<file path="src/rtl/ppi_pkg.sv">
// ============================================================================
//  Module      : ppi_pkg
//  Description : Shared types and helpers for the polyphase output commutator.
//  Revision    : 1.0 - initial release
// ============================================================================
`default_nettype none

package ppi_pkg;

    typedef enum logic [0:0] {
        ST_IDLE  = 1'b0,
        ST_SHIFT = 1'b1
    } ppi_state_t;

    // Phase counter width: clog2 with a floor of one bit
    function automatic int ppi_cnt_width(input int n);
        return (n > 2) ? $clog2(n) : 1;
    endfunction

endpackage

`default_nettype wire

</file>
<file path="src/rtl/ppi_phase_counter.sv">
// ============================================================================
//  Module      : ppi_phase_counter
//  Description : Saturating phase counter 0..N-1 with clear and terminal flag.
//  Revision    : 1.0 - initial release
// ============================================================================
`default_nettype none

module ppi_phase_counter
    import ppi_pkg::*;
#(
    parameter  int gp_nr_phases = 4,
    localparam int c_cnt_w      = ppi_cnt_width(gp_nr_phases)
) (
    input  logic               i_clk,
    input  logic               i_rst,
    input  logic               i_clr,
    input  logic               i_inc,
    output logic [c_cnt_w-1:0] o_count,
    output logic               o_last
);

    localparam logic [c_cnt_w-1:0] c_last = c_cnt_w'(gp_nr_phases - 1);

    logic [c_cnt_w-1:0] r_count;
    logic               w_last;

    assign w_last = (r_count == c_last);

    // Holds at the terminal count so non-power-of-2 N never reaches illegal codes
    always_ff @(posedge i_clk) begin
        if (i_rst) begin
            r_count <= '0;
        end else if (i_clr) begin
            r_count <= '0;
        end else if (i_inc && !w_last) begin
            r_count <= r_count + 1'b1;
        end
    end

    assign o_count = r_count;
    assign o_last  = w_last;

endmodule

`default_nettype wire

</file>
<file path="src/rtl/ppi_output_commutator.sv">
// ============================================================================
//  Module      : ppi_output_commutator
//  Description : Captures N polyphase branch samples and serialises them at
//                the output rate. Optional overrun flag: PPI_OUT_OVERRUN_EN.
//  Revision    : 1.0 - initial release
// ============================================================================
`default_nettype none

module ppi_output_commutator
    import ppi_pkg::*;
#(
    parameter  int gp_data_width = 8,
    parameter  int gp_nr_phases  = 4,
    localparam int c_phase_w     = ppi_cnt_width(gp_nr_phases)
) (
    input  logic                                  i_clk,
    input  logic                                  i_rst,
    input  logic                                  i_ena,
    input  logic                                  i_load,
    input  logic [gp_nr_phases*gp_data_width-1:0] i_data,
    output logic [gp_data_width-1:0]              o_data,
    output logic                                  o_valid,
    output logic [c_phase_w-1:0]                  o_phase,
    output logic                                  o_burst_done,
    output logic                                  o_overrun
);

    ppi_state_t                              r_state;
    ppi_state_t                              w_state_next;
    logic [gp_nr_phases*gp_data_width-1:0]   r_buf;
    logic [gp_data_width-1:0]                r_data;
    logic                                    r_valid;
    logic                                    r_burst_done;
    logic [gp_data_width-1:0]                w_next_slice;
    logic [c_phase_w-1:0]                    w_phase;
    logic                                    w_last;
    logic                                    w_in_shift;
    logic                                    w_accept;
    logic                                    w_advance;
    logic                                    w_term;

    assign w_in_shift = (r_state == ST_SHIFT);
    // A new load is only taken when the previous burst is on its final phase
    assign w_accept   = i_ena && i_load && (!w_in_shift || w_last);
    assign w_advance  = i_ena && w_in_shift && !w_accept && !w_last;
    assign w_term     = i_ena && w_in_shift && w_last;

    ppi_phase_counter #(
        .gp_nr_phases (gp_nr_phases)
    ) u_phase_counter (
        .i_clk   (i_clk),
        .i_rst   (i_rst),
        .i_clr   (w_accept),
        .i_inc   (w_advance),
        .o_count (w_phase),
        .o_last  (w_last)
    );

    always_ff @(posedge i_clk) begin
        if (i_rst) begin
            r_state <= ST_IDLE;
        end else begin
            r_state <= w_state_next;
        end
    end

    always_comb begin
        w_state_next = r_state;
        if (w_accept) begin
            w_state_next = ST_SHIFT;
        end else if (w_term) begin
            w_state_next = ST_IDLE;
        end
    end

    // Buffer slice for the phase following the current one
    always_comb begin
        w_next_slice = '0;
        for (int k = 1; k < gp_nr_phases; k++) begin
            if (w_phase == c_phase_w'(k - 1)) begin
                w_next_slice = r_buf[k*gp_data_width +: gp_data_width];
            end
        end
    end

    always_ff @(posedge i_clk) begin
        if (i_rst) begin
            r_buf        <= '0;
            r_data       <= '0;
            r_valid      <= 1'b0;
            r_burst_done <= 1'b0;
        end else if (i_ena) begin
            if (w_accept) begin
                r_buf   <= i_data;
                r_data  <= i_data[gp_data_width-1:0];
                r_valid <= 1'b1;
            end else if (w_advance) begin
                r_data  <= w_next_slice;
            end else if (w_term) begin
                r_valid <= 1'b0;
            end
            if (w_term) begin
                r_burst_done <= 1'b1;
            end
        end
    end

`ifdef PPI_OUT_OVERRUN_EN
    logic r_overrun;

    always_ff @(posedge i_clk) begin
        if (i_rst) begin
            r_overrun <= 1'b0;
        end else if (i_ena && i_load && w_in_shift && !w_last) begin
            r_overrun <= 1'b1;
        end
    end

    assign o_overrun = r_overrun;
`else
    assign o_overrun = 1'b0;
`endif

    assign o_data       = r_data;
    assign o_valid      = r_valid;
    assign o_phase      = w_phase;
    assign o_burst_done = r_burst_done;

endmodule

`default_nettype wire

</file>
<file path="config.mk">
export PLATFORM = sky130hd
export DESIGN_NAME = ppi_output_commutator
export DESIGN_NICKNAME = d
export VERILOG_FILES = /design/src/rtl/ppi_pkg.sv /design/src/rtl/ppi_phase_counter.sv /design/src/rtl/ppi_output_commutator.sv
export SDC_FILE = /design/constraint.sdc
export NUM_CORES = 1
export LEC_CHECK = 0
export BUFFER_PORTS_ARGS = -buffer_cell sky130_fd_sc_hd__buf_2
export CORE_MARGIN = 1
export CORE_UTILIZATION = 56
export DETAILED_ROUTE_END_ITERATION = 10
export GPL_TIMING_DRIVEN = 0
export PLACE_DENSITY = 0.89
export SYNTH_ARGS = -nofsm -noshare
export SYNTH_HDL_FRONTEND = slang
export SYNTH_SLANG_ARGS = --single-unit
export TNS_END_PERCENT = 100
</file>
<file path="constraint.sdc">
create_clock -name i_clk -period 3.1 [get_ports i_clk]
set_input_delay 0.62 -clock i_clk [delete_from_list [all_inputs] [get_ports i_clk]]
set_output_delay 0.62 -clock i_clk [all_outputs]
set_load 0.02 [all_outputs]
</file>
==> impl_results.md <==
* Total negative slack at 0 ps
* CTS tree: yes
* Post-Syn Nets at 250
* Syn Inst Count at 210
* Syn avg cell area at 8.68 um2
* Adder-Cell Fraction of Synth Area at 2.75%
* Largest family of logic cells by synthesized area: compound AO/OA/AOI/OAI gates
* RSZ-0062 raised after global routing: false
* WL/cell at 13.2 um
* Vias in the first global route at 1446
* Internal Pwr Total at 674 uW
* Total gr overflow at 0
* Ys Warns at 0
* Mapped Area at 1820 um2
* Worst r2r path cells at 6
* Mux cell area share after synthesis at 0%
* Worst-case vdd ir drop at 0.297 mV
* Die W at 59.1 um
* GRT Overall Usage at 26.6%
* HPWL Detailed at just under 3 mm
* Fmax at 0.581 GHz
* Worst slack, placed at 1390 ps
* Skew final at between 10 and 15 ps
* First-pass DRT Iterations at 4
* Area grow syn2layout at 18.7%
* Iteration-0 DRC Markers at 110
* Vias per Instance at about 5.4
* Post-CTS Hold Buffers at 0
* I/O pins at 49
* Synth Register Bits at 37
* Routed WL at roughly 4 mm
* Placed cells at 300
* Final setup fails at 0
* Sw frac at around 28%
* Most area-hungry cell type in the Yosys netlist: dfxtp_1
* Share of the synthesized area in the top cell type at 40.6%
* Crit path largest cell delay at 420 ps
* Non-Filler Instances at between 300 and 400
* Top cells by area, synth: dfxtp_1, a21oi_2, nand2_1
* Share of cells above drive strength 1 at a little over two fifths
* Worst-path clk slew at 110 ps
* Root Driver: clkbuf_4
* Simple-gate share of the synthesized area at between 20% and 30%
* LEAKAGE at roughly 0.86 nW
* # rows at 20
* CP Data Arrival Time at 1960 ps
* Cell variety after synth at 32
* Critical Path RT at approximately 3300 ps
* Hold Crit Depth at 2
* Outcome: finished, final reports clean
* Post-synthesis compound-gate area fraction at 25.5%
* Nets at 303
* Crit Path Category: register to register
* Vert. Die Dim at 59.1 um
* CTS sink count at 37
* Initial antenna violation count at 0
* Final period utilization at 55.5%
* P_sw at 262 uW
* Power share of the clock group at about 28%
* CTS Buffer Depth at 2
* Gpl congestion at 0.872
* Via count at approximately 1700
* # DRC at 0
* Slowest CP cell: dfxtp_1
* Combinational share of power at approximately 17%
* Largest net degree at the start of global routing at 11
* Core area at slightly above 3000 um2
* Startpoint types: register
* Fin. max-slew vios at 0
* Die area at 3490 um2
* Final hold vios at 0
* First-pass GRT wire length at roughly 6.8 mm
* Worst slew pin tran at 624 ps
* Quantity of gates resized following cts at 0
* Initial Util at 59.2%
* Final antenna-violating net count at 0
* Post-synthesis sequential area ratio at between 40 and 50%
* H-tree levels at 2
* Post-Synth XOR/XNOR Area at 0%
* Worst-path maximum fanout at 5
* Number of port buffers at 46
* Final antenna diode count at 0
* Hold_ws at between 400 and 500 ps
* CP Cell Sequence: inv_1 -> ha_1 -> nor2b_1 -> a221o_2 -> a31oi_1 -> nor3_1
* Sequential Power Share at 54.8%
* Final Critical Period at 1720 ps
* Max cap viols at 0
* Headroom to the max-slew limit at 58.4%
* Post-route setup slack at about 1400 ps
* Power Dens Cells at 433 nW/um2
* Setup Fix Bufs, Post-CTS at 0
* CTS Buf Count at 5
* HP Class: register to register
* Clk Latency, worst-skew pair at 350 ps
* Critical Path End Type: register
through the flow:
stage	power, mW	area [um2]	utilization (%)
after floorplan	0.629	1820	-
after global placement	0.678	2110	68.5
after detailed placement	0.681	2110	68.5
after CTS	0.935	2160	70.3
after global routing	0.976	2160	70.3
final	0.936	2160	70.3
sequential cells by signal (all words and copies together), names as in the netlist:
signal / cells
r_buf: 24
r_state: 1
u_phase_counter.o_count: 2
o_valid: 1
o_data: 8
o_burst_done: 1
kinds of logic (layout without fill, tap and decap cells):
logic type      count (synthesis)  in the layout
flops                          37             37
fa+ha+maj                       4              4
compound gates                 61             61
other cells                     1              1
simple gates                   90             90
buf+inv                        17             70
critical path: cells and delay by family (launching register included):
family	cells	cell delay, ps
DFF	1	420
AOI/OAI and AO/OA	2	560
and+or+nand+nor	2	270
adders and majority gates	1	260
buffers and inverters	1	100
cells in the final DEF, fill, tap and decap left out, types with 5 or more instances in the layout:
cell type  count
o21ai_0        7
buf_2         50
a21oi_2       20
a31oi_1        5
dfxtp_1       37
nor2_1        12
a21oi_1       11
clkbuf_1       5
nand2_2       20
nor2b_1        5
nand2_1       40
clkbuf_4       5
synthesized netlist by cell type:
master	number
nand3_1	1
o21ai_2	2
a311o_1	4
or2b_1	4
conb_1	1
nor2b_1	5
dfxtp_1	37
nand2_2	20
o22ai_1	1
nor2_1	12
a22o_1	4
a211oi_1	1
nor2_2	1
o21a_1	1
nor2b_4	1
a32oi_1	1
inv_1	2
o21ai_0	7
ha_1	4
nand2_1	40
buf_2	4
a221o_2	4
a21oi_1	11
or2_1	1
buf_6	4
a31oi_1	5
buf_4	1
clkbuf_1	4
nand2b_1	1
a21oi_2	20
buf_8	2
nor3_1	4
layout make-up:
| class | instances | area, um2 |
|---|---|---|
| plain buffers | 15 | 118 |
| clock buffers | 7 | 55.1 |
| fillers | 284 | 915 |
| inverters | 2 | 7.51 |
| multi-input cells | 156 | 957 |
| flip-flops and latches | 37 | 741 |
| well taps | 44 | 55.1 |
| repair buffers | 46 | 230 |
power by group through the flow:
stage	Clock, mW	Sequential (mW)	Combinational, mW
after floorplan	0	0.530	0.0985
after global routing	0.284	0.516	0.177
after detailed placement	0	0.524	0.158
after CTS	0.263	0.513	0.159
final	0.264	0.513	0.159
after global placement	0	0.523	0.155
layer usage:
| layer | GRT usage (%) | routed length, um |
|---|---|---|
| met5 | 0 | 0 |
| met4 | 9.86 | 40 |
| met3 | 7.42 | 277 |
| met2 | 39.9 | 1820 |
| met1 | 36.4 | 1930 |
path summary, 6_finish.rpt:
path / startpoint / end / slack, ps
setup reg to reg: u_phase_counter.o_count[0] / o_data[2] / 1380
setup / recovery: u_phase_counter.o_count[0] / o_data[2] / 1380
hold / removal: r_buf[26] / r_buf[26] / 470
hold reg to reg: r_buf[26] / r_buf[26] / 470
Power figures use the tool's default switching activity.
